<file path="src/rtl/hazard_ctrl_pkg.sv">
// Shared types and constants for the pipeline hazard controller.
package hazard_ctrl_pkg;

    localparam int REG_AW = 5;

    // EX operand source select
    typedef enum logic [1:0] {
        FWD_RF  = 2'b00,
        FWD_MEM = 2'b01,
        FWD_WB  = 2'b10
    } fwd_sel_e;

    // Full shadow of an instruction sitting in EX
    typedef struct packed {
        logic              valid;
        logic [REG_AW-1:0] rd;
        logic              regwren;
        logic              memren;
        logic [REG_AW-1:0] rs1;
        logic [REG_AW-1:0] rs2;
        logic              rs1_used;
        logic              rs2_used;
    } stage_entry_t;

    // MEM only needs to know what it writes and whether it is a load
    typedef struct packed {
        logic              valid;
        logic [REG_AW-1:0] rd;
        logic              regwren;
        logic              memren;
    } mem_entry_t;

    // WB only needs to know what it writes
    typedef struct packed {
        logic              valid;
        logic [REG_AW-1:0] rd;
        logic              regwren;
    } wb_entry_t;

    localparam stage_entry_t EX_BUBBLE  = '{1'b0, 5'd0, 1'b0, 1'b0, 5'd0, 5'd0, 1'b0, 1'b0};
    localparam mem_entry_t   MEM_BUBBLE = '{1'b0, 5'd0, 1'b0, 1'b0};
    localparam wb_entry_t    WB_BUBBLE  = '{1'b0, 5'd0, 1'b0};

endpackage

</file>
<file path="src/rtl/hazard_ctrl_reg_match.sv">
// Register-dependency compare: a valid writer of rd hits a used source index.
// x0 is hard-wired zero and never creates a dependency.
module reg_match
    import hazard_ctrl_pkg::*;
(
    input  logic              valid_i,
    input  logic              regwren_i,
    input  logic [REG_AW-1:0] rd_i,
    input  logic [REG_AW-1:0] rs_i,
    input  logic              used_i,
    output logic              match_o
);

    assign match_o = valid_i & regwren_i & used_i
                   & (rd_i != 5'd0) & (rd_i == rs_i);

endmodule

</file>
<file path="src/rtl/hazard_ctrl.sv">
// Pipeline hazard controller: shadows the EX/MEM/WB occupants, decides
// stall/flush for decode and selects EX operand forwarding sources.
module hazard_ctrl
    import hazard_ctrl_pkg::*;
#(
    parameter bit FWD_EN = 1'b1,
    parameter int CWIDTH = 32
) (
    input  logic              clk,
    input  logic              rst,
    input  logic              id_valid_i,
    input  logic [4:0]        id_rs1_i,
    input  logic [4:0]        id_rs2_i,
    input  logic              id_rs1_used_i,
    input  logic              id_rs2_used_i,
    input  logic [4:0]        id_rd_i,
    input  logic              id_regwren_i,
    input  logic              id_memren_i,
    input  logic              ex_redirect_i,
    input  logic              dmem_busy_i,
    output logic              stall_f_o,
    output logic              stall_d_o,
    output logic              flush_d_o,
    output logic              flush_e_o,
    output logic [1:0]        fwd_a_o,
    output logic [1:0]        fwd_b_o,
    output logic [CWIDTH-1:0] stall_cnt_o,
    output logic [CWIDTH-1:0] flush_cnt_o
);

    localparam logic [CWIDTH-1:0] CNT_ONE = {{(CWIDTH-1){1'b0}}, 1'b1};

    stage_entry_t      ex_q,  ex_d;
    mem_entry_t        mem_q, mem_d;
    wb_entry_t         wb_q,  wb_d;
    logic [CWIDTH-1:0] stall_cnt_q, stall_cnt_d;
    logic [CWIDTH-1:0] flush_cnt_q, flush_cnt_d;

    stage_entry_t id_entry_s;
    mem_entry_t   ex_to_mem_s;
    wb_entry_t    mem_to_wb_s;
    fwd_sel_e     fwd_a_s, fwd_b_s;

    logic ex_rs1_s, ex_rs2_s, mem_rs1_s, mem_rs2_s;
    logic fa_mem_s, fb_mem_s, fa_wb_s, fb_wb_s;
    logic load_use_s, raw_s, hazard_s;

    assign id_entry_s = '{id_valid_i, id_rd_i, id_regwren_i, id_memren_i,
                          id_rs1_i, id_rs2_i, id_rs1_used_i, id_rs2_used_i};
    assign ex_to_mem_s = '{ex_q.valid, ex_q.rd, ex_q.regwren, ex_q.memren};
    assign mem_to_wb_s = '{mem_q.valid, mem_q.rd, mem_q.regwren};

    // Decode sources against the EX and MEM writers
    reg_match u_m_ex_rs1  (.valid_i(ex_q.valid),  .regwren_i(ex_q.regwren),  .rd_i(ex_q.rd),
                           .rs_i(id_rs1_i), .used_i(id_rs1_used_i), .match_o(ex_rs1_s));
    reg_match u_m_ex_rs2  (.valid_i(ex_q.valid),  .regwren_i(ex_q.regwren),  .rd_i(ex_q.rd),
                           .rs_i(id_rs2_i), .used_i(id_rs2_used_i), .match_o(ex_rs2_s));
    reg_match u_m_mem_rs1 (.valid_i(mem_q.valid), .regwren_i(mem_q.regwren), .rd_i(mem_q.rd),
                           .rs_i(id_rs1_i), .used_i(id_rs1_used_i), .match_o(mem_rs1_s));
    reg_match u_m_mem_rs2 (.valid_i(mem_q.valid), .regwren_i(mem_q.regwren), .rd_i(mem_q.rd),
                           .rs_i(id_rs2_i), .used_i(id_rs2_used_i), .match_o(mem_rs2_s));

    // EX sources against the MEM and WB writers (forwarding)
    reg_match u_f_mem_a (.valid_i(mem_q.valid), .regwren_i(mem_q.regwren), .rd_i(mem_q.rd),
                         .rs_i(ex_q.rs1), .used_i(ex_q.rs1_used), .match_o(fa_mem_s));
    reg_match u_f_mem_b (.valid_i(mem_q.valid), .regwren_i(mem_q.regwren), .rd_i(mem_q.rd),
                         .rs_i(ex_q.rs2), .used_i(ex_q.rs2_used), .match_o(fb_mem_s));
    reg_match u_f_wb_a  (.valid_i(wb_q.valid),  .regwren_i(wb_q.regwren),  .rd_i(wb_q.rd),
                         .rs_i(ex_q.rs1), .used_i(ex_q.rs1_used), .match_o(fa_wb_s));
    reg_match u_f_wb_b  (.valid_i(wb_q.valid),  .regwren_i(wb_q.regwren),  .rd_i(wb_q.rd),
                         .rs_i(ex_q.rs2), .used_i(ex_q.rs2_used), .match_o(fb_wb_s));

    assign load_use_s = id_valid_i & ex_q.memren & (ex_rs1_s | ex_rs2_s);
    assign raw_s      = id_valid_i & (ex_rs1_s | ex_rs2_s | mem_rs1_s | mem_rs2_s);
    assign hazard_s   = (FWD_EN == 1'b1) ? load_use_s : raw_s;

    // Priority decision, shadow advance, counter next-state and forwarding selects
    always_comb begin
        stall_f_o   = 1'b0;
        stall_d_o   = 1'b0;
        flush_d_o   = 1'b0;
        flush_e_o   = 1'b0;
        ex_d        = ex_q;
        mem_d       = mem_q;
        wb_d        = wb_q;
        flush_cnt_d = flush_cnt_q;
        stall_cnt_d = stall_cnt_q;
        fwd_a_s     = FWD_RF;
        fwd_b_s     = FWD_RF;

        if (rst) begin
            // Keep the pipe empty while reset is held
            flush_d_o = 1'b1;
            flush_e_o = 1'b1;
        end else if (dmem_busy_i) begin
            // Whole pipe frozen; a pending redirect stays pending in EX
            stall_f_o = 1'b1;
            stall_d_o = 1'b1;
        end else if (ex_redirect_i) begin
            // Wrong-path instructions in F/D and D/E are squashed
            flush_d_o   = 1'b1;
            flush_e_o   = 1'b1;
            ex_d        = EX_BUBBLE;
            mem_d       = ex_to_mem_s;
            wb_d        = mem_to_wb_s;
            flush_cnt_d = flush_cnt_q + CNT_ONE;
        end else if (hazard_s) begin
            // Hold decode, drop a bubble into EX
            stall_f_o = 1'b1;
            stall_d_o = 1'b1;
            flush_e_o = 1'b1;
            ex_d      = EX_BUBBLE;
            mem_d     = ex_to_mem_s;
            wb_d      = mem_to_wb_s;
        end else begin
            ex_d  = id_entry_s;
            mem_d = ex_to_mem_s;
            wb_d  = mem_to_wb_s;
        end

        if (!rst && stall_d_o) begin
            stall_cnt_d = stall_cnt_q + CNT_ONE;
        end else begin
            stall_cnt_d = stall_cnt_q;
        end

        // Younger producer (MEM) wins; a load result is not yet available in MEM
        if (!rst && (FWD_EN == 1'b1) && ex_q.valid) begin
            if (fa_mem_s && !mem_q.memren) begin
                fwd_a_s = FWD_MEM;
            end else if (fa_wb_s) begin
                fwd_a_s = FWD_WB;
            end else begin
                fwd_a_s = FWD_RF;
            end
            if (fb_mem_s && !mem_q.memren) begin
                fwd_b_s = FWD_MEM;
            end else if (fb_wb_s) begin
                fwd_b_s = FWD_WB;
            end else begin
                fwd_b_s = FWD_RF;
            end
        end else begin
            fwd_a_s = FWD_RF;
            fwd_b_s = FWD_RF;
        end
    end

    assign fwd_a_o     = fwd_a_s;
    assign fwd_b_o     = fwd_b_s;
    assign stall_cnt_o = stall_cnt_q;
    assign flush_cnt_o = flush_cnt_q;

    // Shadow scoreboard and performance counters
    always_ff @(posedge clk) begin
        if (rst) begin
            ex_q        <= EX_BUBBLE;
            mem_q       <= MEM_BUBBLE;
            wb_q        <= WB_BUBBLE;
            stall_cnt_q <= '0;
            flush_cnt_q <= '0;
        end else begin
            ex_q        <= ex_d;
            mem_q       <= mem_d;
            wb_q        <= wb_d;
            stall_cnt_q <= stall_cnt_d;
            flush_cnt_q <= flush_cnt_d;
        end
    end

endmodule

</file>
<file path="config.mk">
export PLATFORM = sky130hd
export DESIGN_NAME = hazard_ctrl
export DESIGN_NICKNAME = d
export VERILOG_FILES = /design/src/rtl/hazard_ctrl_pkg.sv /design/src/rtl/hazard_ctrl_reg_match.sv /design/src/rtl/hazard_ctrl.sv
export SDC_FILE = /design/constraint.sdc
export NUM_CORES = 1
export LEC_CHECK = 0
export CAP_MARGIN = 0
export CELL_PAD_IN_SITES_DETAIL_PLACEMENT = 1
export CELL_PAD_IN_SITES_GLOBAL_PLACEMENT = 1
export CORE_UTILIZATION = 41
export CTS_CLUSTER_SIZE = 40
export DETAILED_ROUTE_END_ITERATION = 16
export GPL_TIMING_DRIVEN = 0
export PLACE_DENSITY = 0.81
export SLEW_MARGIN = 30
export SYNTH_ARGS = -nofsm -noshare
export SYNTH_HDL_FRONTEND = slang
export SYNTH_SLANG_ARGS = --single-unit
</file>
<file path="constraint.sdc">
create_clock -name clk -period 6.8 [get_ports clk]
set_input_delay 2.04 -clock clk [delete_from_list [all_inputs] [get_ports clk]]
set_output_delay 2.04 -clock clk [all_outputs]
set_load 0.03 [all_outputs]
</file>
* After elaboration in Yosys (flattened, before gate mapping)
Index checks and enable logic that the tools add are counted.
** Operators by class
- Add/subtract/negate cells :: 2
- Multipliers :: 0
- Div/mod/pow operators :: 0
- Magnitude comparators :: 0
- Eq/ne operators :: 6
- Shift-type cells :: 0
- Muxes and demuxes :: 18
- Bitwise operators :: 25
- Reductions and logical operators :: 10
** Operators by type and width (count)
- 32-bit by 1-bit adder with 32-bit output, second input constant :: 2
- 20-bit two-way mux :: 2
- 5-bit == test :: 6
- 1-bit bitwise AND :: 23
- 5-bit nonzero test :: 3
- 2-bit two-way mux :: 6
- 1-bit two-way mux :: 10
- 1-bit logical AND :: 4
- 1-bit zero test :: 2
- 2-bit AND reduction :: 1
- 1-bit NOT :: 1
- 1-bit OR :: 1
** Storage, ports and cells
- Flip-flop bits (word level) :: 99
- Latch bits :: 0
- Memory bits (writable) :: 0
- ROM bits :: 0
- Input port bits :: 24
- Output and inout port bits :: 72
- Memories :: 0

* Longest topological paths before layout
- Depth after elaboration :: 11
- Mapped depth :: 9

* Modules after synthesis
Synthesis repeated with hierarchy kept, for this count alone.
** Unflattened totals
- Cells, all modules :: 565
- Area total of the unflattened synthesis :: 4937.2 µm²
** Modules (own cells, without submodules)
- hazard_ctrl :: times used 1, cells an instance 505, area an instance 4501.8 µm², seq. area each 1981.9 µm²
- reg_match :: times used 6, cells an instance 10, area an instance 72.6 µm², seq. area each 0.0 µm²

* Worst setup path before layout
Ideal clock, no wire load.
- Path kind :: input -> output
- From :: input port dmem_busy_i
- To :: output port stall_f_o
- Data arrival time :: 3.504 ns
- Required time :: 4.760 ns
- Slack :: 1.256 ns
- Stages on the path :: 5
- Cell sequence :: buf_1 clkbuf_1 nor2_1 nor2_1 buf_4
** Between the ends
- Word-level cells in the longest chain between the ends :: 2
** Ends and longest elaborated chain
- start, declared :: line hazard_ctrl.sv:20 : input logic dmem_busy_i,
- 1-bit two-way mux (2 in a row)
- end, declared :: line hazard_ctrl.sv:21 : output logic stall_f_o,
No other way between the ends.

* Final worst setup path
- From :: input port dmem_busy_i
- To :: output port stall_f_o
** Between the ends
- Word-level cells in the longest chain between the ends :: 2
** Ends and longest elaborated chain
- 1-bit two-way mux :: line hazard_ctrl.sv:95 : end else if (dmem_busy_i) begin
- 1-bit two-way mux :: line hazard_ctrl.sv:91 : if (rst) begin
No other way between the ends.

==> reports/metrics.json <==
{
  "largest_stage_delay_on_the_critical_path": {"value": 0.65, "unit": "ns"},
  "vdd_ir_drop_max": {"value": 0.145, "unit": "mV"},
  "globalRoute.totalOverflow": {"value": 0},
  "crit_family": {"value": "buffers and inverters"},
  "rows": {"value": 38},
  "worst-r2r-cell-count": {"value": 6},
  "y_dimension_of_the_die": {"value": 109, "unit": "um"},
  "critPathMaxFanout": {"value": 10},
  "clk_pin_slew": {"value": 0.06, "unit": "ns"},
  "finalWorstSetupSlack": {"value": 0.119, "unit": "ns"},
  "fin_nets": {"value": 664},
  "grt_first_pass_wirelength": {"value": 22.7, "unit": "mm"},
  "grt_antenna_before_repair": {"value": 0},
  "finalHoldWorstSlack": {"value": 0.511, "unit": "ns"},
  "timing.setup.critical_path_class": {"value": "input port to primary output"},
  "total_iterations_of_the_first_detailed_routing_run": {"value": 6},
  "wl": {"value": 14.1, "unit": "mm"},
  "n_antenna_cell": {"value": 0},
  "power.static_leakage": {"value": 2.19, "unit": "nW"},
  "crit_path_cell_trace": {"value": "clkdlybuf4s50_1 > buf_1 > clkbuf_1 > nor2_1 > nor2_1 > buf_4 > clkdlybuf4s50_1"},
  "hold_class": {"value": "flip-flop to flip-flop"},
  "report.final.hold_viol_count": {"value": 0},
  "floorplan.die_area": {"value": 0.0118, "unit": "mm^2"},
  "cts_resized": {"value": 0},
  "worst_clock_skew": {"value": 0.00982, "unit": "ns"},
  "postCtsSetupBuffers": {"value": 0},
  "dr_total_vias": {"value": 4408},
  "synth_flop_cell": {"value": "dfxtp_1"},
  "grt_pass1_vias": {"value": 4623},
  "max_cap_viol_count": {"value": 0},
  "crit_required": {"value": 4.76, "unit": "ns"},
  "core_area": {"value": 0.0110, "unit": "mm^2"},
  "critPathSlowestCell": {"value": "clkdlybuf4s50_1"},
  "port-buffer-count": {"value": 95},
  "clockBufferDepth": {"value": 2},
  "areaGrowthSynthToFinish": {"value": 29.6, "unit": "%"},
  "synth-edff-count": {"value": 0},
  "grtUsageTotal": {"value": 25.0, "unit": "%"},
  "insertion_delay": {"value": 0.35, "unit": "ns"},
  "result_of_the_run": {"value": "finished clean"},
  "synth.avg_cell_area": {"value": 8.77, "unit": "um^2"},
  "postSynth.asyncResetShare": {"value": 0, "unit": "%"},
  "syn_nets": {"value": 558},
  "io-pin-count": {"value": 96},
  "hold_buffers": {"value": 0},
  "final.setup.tns": {"value": 0, "unit": "ns"},
  "dp_hpwl": {"value": 10.4, "unit": "mm"},
  "cp-end-kind": {"value": "primary output"},
  "worstSetupStartpointType": {"value": "input port"},
  "fraction_of_final_layout_cells_sized_beyond_drive_strength_1": {"value": 5.01, "unit": "%"},
  "post_synth_instance_area": {"value": 0.00467, "unit": "mm^2"},
  "final_core_util": {"value": 55.1, "unit": "%"},
  "final_min_period_over_clock_period": {"value": 98.2, "unit": "%"},
  "drt-wirelength-per-cell": {"value": 18.0, "unit": "um"},
  "power.density_cell_area": {"value": 193, "unit": "mW/mm^2"},
  "grt_start_max_net_pins": {"value": 14},
  "initial_drc_count": {"value": 216},
  "final_period_minus_worst_setup_slack": {"value": 6.68, "unit": "ns"},
  "vias_per_cell": {"value": 5.66},
  "ys_seq_elements": {"value": 99},
  "layout.cells.most_common": {"value": "dfxtp_1"},
  "max_slew_margin": {"value": 43.2, "unit": "%"},
  "depth_of_the_worst_hold_timing_path": {"value": 2},
  "reg_to_reg_setup_timing_slack": {"value": 4.43, "unit": "ns"},
  "setup_repair_after_global_routing_missed_its_margin": {"value": "false"},
  "layout_common_cells": {"value": "99 x dfxtp_1, 95 x clkdlybuf4s50_1, 80 x nor2_1"},
  "cts_tree": {"value": "yes"},
  "fillerInstances": {"value": 1288},
  "synth_cells": {"value": 532},
  "gp_routability_congestion": {"value": 0.789},
  "synthDistinctLibCells": {"value": 47},
  "cp_data_arrival_time": {"value": 4.64, "unit": "ns"},
  "ant_nets": {"value": 0},
  "clock_tree.htree_level_count": {"value": 3},
  "pre_cts_ws": {"value": 0.131, "unit": "ns"},
  "clkSinkCount": {"value": 99},
  "timing.critical_path.buf_inv": {"value": 5},
  "regArea": {"value": 0.00198, "unit": "mm^2"},
  "synth_warnings": {"value": 0},
  "clock-root-buffer": {"value": "clkbuf_16"},
  "max_freq": {"value": 150, "unit": "MHz"},
  "synth_seq_area_share": {"value": 42.5, "unit": "%"},
  "drc": {"value": 0},
  "die_w": {"value": 109, "unit": "um"},
  "multi_input_comb_area": {"value": 0.00249, "unit": "mm^2"},
  "cp.depth": {"value": 7},
  "final_max_slew_viol_count": {"value": 0},
  "initial_standard_cell_utilization_of_the_core": {"value": 42.5, "unit": "%"},
  "worst_pin_slew": {"value": 0.844, "unit": "ns"},
  "finalSetupViolCount": {"value": 0},
  "cts_made_buffers": {"value": 9}
}
-- cell families (layout without fill, tap and decap cells) --
| group | count (synthesis) | count (layout) | synth area share [%] |
|---|---|---|---|
| fa+ha+maj | 2 | 2 | 0.536 |
| compound gates | 86 | 86 | 11.9 |
| xor+xnor | 62 | 62 | 11.6 |
| buf+inv | 37 | 144 | 4.10 |
| flops | 99 | 99 | 42.5 |
| simple gates | 229 | 229 | 25.7 |
| mux | 17 | 17 | 3.65 |
-- cell usage after synthesis (4+ instances only) --
| cell type | number | area, um^2 |
|---|---|---|
| xnor2_1 | 21 | 184 |
| or3_1 | 20 | 125 |
| a21oi_1 | 28 | 140 |
| nand2_1 | 20 | 75.1 |
| and3_1 | 13 | 81.3 |
| nor4_1 | 7 | 43.8 |
| inv_1 | 4 | 15.0 |
| nor3_1 | 5 | 25.0 |
| and4_1 | 8 | 70.1 |
| clkbuf_1 | 19 | 71.3 |
| buf_2 | 4 | 20.0 |
| or4_1 | 10 | 75.1 |
| o31ai_1 | 8 | 60.1 |
| o21ai_0 | 12 | 60.1 |
| nor2_1 | 80 | 300 |
| o21ai_1 | 7 | 35.0 |
| xor2_1 | 41 | 359 |
| nand4_1 | 29 | 181 |
| dfxtp_1 | 99 | 1980 |
| nand3_1 | 23 | 115 |
| buf_6 | 5 | 56.3 |
| mux2i_1 | 17 | 170 |
| a22oi_1 | 20 | 150 |
-- state kept, by name, indices dropped and copies added (netlist names) --
register	count
flush_cnt_o	32
mem_q	8
ex_q	20
wb_q	7
stall_cnt_o	32
-- worst paths after layout --
check | from | to
setup / recovery | dmem_busy_i | stall_f_o
hold / removal | stall_cnt_o[30] | stall_cnt_o[30]
setup reg to reg | ex_q[18] | stall_cnt_o[7]
hold reg to reg | stall_cnt_o[30] | stall_cnt_o[30]
-- routing by layer --
metal  up-vias  part of all wire [%]  global-route usage (%)
met5         -                     0                       0
met3        19                   4.8                    5.14
met1      2167                    44                    29.4
met4         0                   1.7                    10.1
li1       2116                     -                       -
met2       106                    50                    44.0
-- worst reg2reg max path, cell delays in order (launching register included) --
cell and delay (ns):
dfxtp_1 0.41, or3_1 0.43, o311a_1 0.36, a31oi_4 0.37, clkbuf_1 0.41, or3_1 0.18
a21oi_1 0.07
-- where the power goes --
group	internal [mW]	total, mW	switching (mW)
registers	0.588	0.599	0.0113
logic	0.0416	0.0947	0.0531
clock network	0.260	0.474	0.213
total	0.890	1.17	0.278
-- cell type report --
class                           instances  area share (%)
Sequential cell                        99            32.8
Multi-Input combinational cell        396            41.2
Inverter                                4           0.248
Clock buffer                           12            4.24
Buffer                                 33            2.92
Tap cell                              140            2.90
Timing Repair Buffer                   95            15.7
-- metrics by stage --
step / power, mW / instances / instance area, um^2
after floorplan: 0.663 / 532 / 4670
after CTS: 1.17 / 779 / 6050
after detailed placement: 0.706 / 767 / 5790
after global placement: 0.702 / 767 / 5790
after global routing: 1.20 / 779 / 6050
final: 1.17 / 779 / 6050
Power figures use the tool's default switching activity.
